$ cat config.mk
export PLATFORM = sky130hd
export DESIGN_NAME = mem_dump_streamer
export DESIGN_NICKNAME = d
export VERILOG_FILES = /design/src/rtl/mem_dump_streamer.sv
export SDC_FILE = /design/constraint.sdc
export NUM_CORES = 1
export LEC_CHECK = 0
export BUFFER_PORTS_ARGS = -buffer_cell sky130_fd_sc_hd__buf_2
export CORE_AREA = 3 3 85 79
export CTS_CLUSTER_SIZE = 14
export DETAILED_ROUTE_END_ITERATION = 6
export DIE_AREA = 0 0 88 82
export PLACE_DENSITY = 0.77
export SYNTH_ARGS = -nofsm -noshare
export SYNTH_HDL_FRONTEND = slang
export SYNTH_SLANG_ARGS = --single-unit
$ cat constraint.sdc
create_clock -name clk_i -period 2.1 [get_ports clk_i]
set_input_delay 0.42 -clock clk_i [delete_from_list [all_inputs] [get_ports clk_i]]
set_output_delay 0.42 -clock clk_i [all_outputs]
set_load 0.01 [all_outputs]
$ cat src/rtl/mem_dump_streamer.sv
// Reads a window of word-addressed memory and streams it out over valid/ready.
// Optional `DUMP_CHECKSUM_EN appends a wrap-around sum word after the data words.
module mem_dump_streamer #(
    parameter int unsigned ADDR_W = 10,
    parameter int unsigned DATA_W = 32
) (
    input  logic              clk_i,
    input  logic              rst_ni,
    input  logic              start_i,
    input  logic [ADDR_W-1:0] base_addr_i,
    input  logic [ADDR_W:0]   word_count_i,
    output logic [ADDR_W-1:0] mem_addr_o,
    output logic              mem_rd_en_o,
    input  logic [DATA_W-1:0] mem_rdata_i,
    output logic [DATA_W-1:0] out_data_o,
    output logic              out_valid_o,
    input  logic              out_ready_i,
    output logic              out_last_o,
    output logic              busy_o,
    output logic              done_o
);

    typedef enum logic [2:0] {StIdle, StRead, StWait, StSend, StFin} state_e;

    localparam logic [ADDR_W:0] CntOne = (ADDR_W+1)'(1);

    state_e              state_q;
    logic [ADDR_W-1:0]   addr_q;
    logic [ADDR_W:0]     cnt_q;
    logic [DATA_W-1:0]   out_data_q;
    logic                out_valid_q;
    logic                out_last_q;
    logic                mem_rd_en_q;
    logic                busy_q;
    logic                done_q;
`ifdef DUMP_CHECKSUM_EN
    logic [DATA_W-1:0]   sum_q;
    logic                chk_q;  // the word in SEND is the checksum, not data
`endif

    always_ff @(posedge clk_i or negedge rst_ni) begin
        if (!rst_ni) begin
            state_q     <= StIdle;
            addr_q      <= '0;
            cnt_q       <= '0;
            out_data_q  <= '0;
            out_valid_q <= 1'b0;
            out_last_q  <= 1'b0;
            mem_rd_en_q <= 1'b0;
            busy_q      <= 1'b0;
            done_q      <= 1'b0;
`ifdef DUMP_CHECKSUM_EN
            sum_q       <= '0;
            chk_q       <= 1'b0;
`endif
        end else begin
            mem_rd_en_q <= 1'b0;
            done_q      <= 1'b0;
            unique case (state_q)
                StIdle: begin
                    if (start_i) begin
                        addr_q <= base_addr_i;
                        cnt_q  <= word_count_i;
                        busy_q <= 1'b1;
`ifdef DUMP_CHECKSUM_EN
                        sum_q  <= '0;
                        chk_q  <= 1'b0;
`endif
                        if (word_count_i == '0) begin
`ifdef DUMP_CHECKSUM_EN
                            out_data_q  <= '0;
                            out_valid_q <= 1'b1;
                            out_last_q  <= 1'b1;
                            chk_q       <= 1'b1;
                            state_q     <= StSend;
`else
                            done_q  <= 1'b1;
                            state_q <= StFin;
`endif
                        end else begin
                            mem_rd_en_q <= 1'b1;
                            state_q     <= StRead;
                        end
                    end
                end
                StRead: state_q <= StWait;
                StWait: begin
                    out_data_q  <= mem_rdata_i;
                    out_valid_q <= 1'b1;
`ifdef DUMP_CHECKSUM_EN
                    out_last_q  <= 1'b0;
`else
                    out_last_q  <= (cnt_q == CntOne);
`endif
                    state_q     <= StSend;
                end
                StSend: begin
                    if (out_ready_i) begin
                        out_valid_q <= 1'b0;
                        out_last_q  <= 1'b0;
`ifdef DUMP_CHECKSUM_EN
                        if (chk_q) begin
                            done_q  <= 1'b1;
                            state_q <= StFin;
                        end else begin
                            addr_q <= addr_q + 1'b1;
                            cnt_q  <= cnt_q - 1'b1;
                            sum_q  <= sum_q + out_data_q;
                            if (cnt_q == CntOne) begin
                                // Sum word goes straight back into SEND, no memory read
                                out_data_q  <= sum_q + out_data_q;
                                out_valid_q <= 1'b1;
                                out_last_q  <= 1'b1;
                                chk_q       <= 1'b1;
                            end else begin
                                mem_rd_en_q <= 1'b1;
                                state_q     <= StRead;
                            end
                        end
`else
                        addr_q <= addr_q + 1'b1;
                        cnt_q  <= cnt_q - 1'b1;
                        if (cnt_q == CntOne) begin
                            done_q  <= 1'b1;
                            state_q <= StFin;
                        end else begin
                            mem_rd_en_q <= 1'b1;
                            state_q     <= StRead;
                        end
`endif
                    end
                end
                StFin: begin
                    busy_q  <= 1'b0;
                    state_q <= StIdle;
                end
                default: state_q <= StIdle;
            endcase
        end
    end

    assign mem_addr_o  = addr_q;
    assign mem_rd_en_o = mem_rd_en_q;
    assign out_data_o  = out_data_q;
    assign out_valid_o = out_valid_q;
    assign out_last_o  = out_last_q;
    assign busy_o      = busy_q;
    assign done_o      = done_q;

endmodule

==> flow_summary_export.csv <==
group,metric,value,unit
routing,vias,2433,
clocking,ctsHoldBuffers,0,
grt,grt_pass1_wl,10400,µm
sta,clock.fmax,0.547,GHz
synth,ys_ff_latch,61,
clocking,clk_latency,0.33,ns
grt,antenna_found_initial,0,
synth,synthFlopType,"dfrtp_1",
worst_setup_path,worst-setup-path-type,"flip-flop to flip-flop",
die,ioPinCount,104,
worst_setup_path,worstPathArrival,2.08,ns
final_layout,fin_cells,440,
sta,rsz0062_at_grt,"false",
worst_setup_path,r2r-end,"cnt_q[7]",
sta,setup_viol,0,
routing,wl_met3,671,µm
die,floorplan.rows,27,
power,pwr_density_cell,1600,nW/µm²
final_layout,final_common_cell,"buf_2",
routing,drtPass1Iterations,4,
final_layout,drive_gt1_share,45.1,%
worst_setup_path,path_delay_family,"simple AND/OR/NAND/NOR gates",
worst_setup_path,crit_start,"cnt_q[3]",
final_layout,design_area,3670,µm²
placement,io_buffer_count,103,
sta,maxSlewHeadroom,64.3,%
min_path,hold_class,"primary input to async pin",
final_layout,postLayoutCoreUtil,61.3,%
sta,finClkSkew,0.00836,ns
routing,wl_met2,2830,µm
routing,ant_nets,0,
clocking,cts_tree,"done",
routing,post-route-drc-count,0,
sta,finalCritPeriodShare,87.1,%
worst_setup_path,critical_path.max_fanout,6,
clocking,cts_root_buf,"clkbuf_8",
run_status,status,"finished, final reports clean",
placement,dpl.cell_count,424,
clocking,h-tree-depth,3,
grt,grtUsageTotal,18.8,%
final_layout,final_cell_mix,"buf_2 (103), dfrtp_1 (61), mux2_2 (32)",
grt,grt_start_max_net_pins,62,
synth,synthesis.nets,317,
placement,dp_hpwl,4840,µm
clocking,post_cts_resize_count,0,
grt,grt_pass1_vias,2189,
sta,finalHoldViolCount,0,
sta,fin_crit,1.83,ns
worst_setup_path,endpoint_kind,"flip-flop",
sta,finalSetupTns,0,ns
routing,highest_layer,"met4",
die,die-width,88,µm
die,die_h,82,µm
power,p_leak,0.00170,µW
worst_setup_path,cpMostUsedCell,"or4_4",
die,die-area,7220,µm²
placement,gp_congestion,0.810,
sta,tightest_slew,0.535,ns
synth,ys_types,45,
routing,routedWlPerCell,15.1,µm
worst_setup_path,rr_worst_depth,4,
synth,synth-edff-count,0,
routing,drt_iter0_drc,70,
routing,wirelength,6650,µm
worst_setup_path,max_stage_delay,0.57,ns
worst_setup_path,worst-path-buf-inv,0,
synth,async_reset_ff_share,100,%
die,initial_utilization,47.5,%
synth,syn_area,2840,µm²
worst_setup_path,cp.depth,4,
worst_setup_path,reg2reg_setup_slack,0.27,ns
worst_setup_path,required,2.35,ns
final_layout,syn2layout_area_growth,29.0,%
worst_setup_path,r2r_start,"cnt_q[3]",
clocking,clkSinkCount,61,
final_layout,antenna_cells,0,
die,design.core.area,5980,µm²
placement,placed_area,3470,µm²
grt,overflow,0,
run,drv_cap,0,
routing,routed_via_density,5.53,
power,irDropWorstVdd,0.000792,V
clocking,post_cts_buffers,0,
sta,drv_slew,0,
synth,yosysWarnings,0,
final_layout,final_nets,423,
synth,synthCells,257,
clocking,cts_buffer_depth,2,
clocking,clk_pin_slew,0.07,ns
worst_setup_path,slowest_stage,"or4_4",
synth,syn_avg_cell_area,11.1,µm²
worst_setup_path,cp-endpoint,"cnt_q[7]",
final_layout,fill_cells,495,
synth,yosysSeqAreaShare,53.7,%
clocking,cts_inserted_buffers,9,
routing,wl_met1,3060,µm
worst_setup_path,worstSetupStartpointType,"flip-flop",
worst_setup_path,crit_chain,"or4_4, or4_4, a21oi_2, a2bb2oi_1",
sta,fin_hold_ws,0.0811,ns
## sequential cells by signal, summed over array words and instances (netlist names)
signal and flops:
out_data_o 32, cnt_q 11, mem_addr_o 10, state_q 3, busy_o 1, done_o 1, mem_rd_en_o 1, out_last_o 1
out_valid_o 1
## power breakdown
part           internal (µW)  switching, µW  total (µW)  leakage, µW
Clock                    577            439        1020    0.0000964
Sequential              1750            421        2170     0.000711
Combinational           1290           1380        2670     0.000898
## area by class of cell
class | count | area [µm²] | share of cell area (%)
Tap cell | 72 | 90.1 | 2.46
Multi-Input combinational cell | 174 | 1220 | 33.3
Sequential cell | 61 | 1530 | 41.6
Timing Repair Buffer | 111 | 613 | 16.7
Inverter | 6 | 22.5 | 0.614
Clock inverter | 4 | 47.5 | 1.30
Clock buffer | 12 | 145 | 3.96
## cell families (layout without fill, tap and decap cells)
| family | after synthesis | in the layout | share of synthesized area (%) |
|---|---|---|---|
| buffers and inverters | 22 | 133 | 3.52 |
| and+or+nand+nor | 61 | 61 | 11.8 |
| muxes | 33 | 33 | 13.0 |
| adders and majority gates | 3 | 3 | 1.32 |
| DFF | 61 | 61 | 53.7 |
| AOI/OAI and AO/OA | 77 | 77 | 16.7 |
## Yosys cell counts, types with 3 or more instances
cell / count / area share (%)
a21oi_1: 23 / 4.0
a22oi_1: 4 / 1.1
a2bb2oi_1: 6 / 1.8
buf_2: 8 / 1.4
clkbuf_1: 7 / 0.92
dfrtp_1: 61 / 54
ha_1: 3 / 1.3
inv_1: 6 / 0.79
mux2_2: 32 / 13
nand2_1: 15 / 2.0
nand3_1: 7 / 1.2
nand4_1: 3 / 0.66
nor2_1: 10 / 1.3
nor3_1: 4 / 0.70
nor4_1: 4 / 0.88
o21ai_0: 16 / 2.8
o21ai_1: 6 / 1.1
o22ai_1: 7 / 1.5
o31ai_1: 3 / 0.79
## worst reg2reg max path, stage by stage (launching register included)
cell and delay, ns:
dfrtp_1 0.43, or4_4 0.57, or4_4 0.44, a21oi_2 0.14, a2bb2oi_1 0.16
## worst min-delay path by stage
stage / from / endpoint / depth (start not counted)
6_report: rst_ni / out_data_o[12] / 2
5_1_grt: rst_ni / out_data_o[12] / 2
4_1_cts: rst_ni / out_data_o[17] / 2
3_5_place_dp: rst_ni / out_data_o[17] / 2
3_3_place_gp: rst_ni / out_data_o[12] / 2
2_1_floorplan: rst_ni / busy_o / 0
## routing by layer
metal  track usage (%)  vias up
li1                  -     1165
met1              26.3     1129
met2              27.2      126
met3              6.22       13
met4              6.90        0
met5                 0        -
## stage by stage
step / setup WS [ns] / power [µW]
floorplan: 0.380 / 3900
global placement: 0.327 / 4770
detailed placement: 0.269 / 4890
CTS: 0.281 / 5910
global route: 0.183 / 6330
finish: 0.272 / 5850
(Power assumes the default switching activity.)
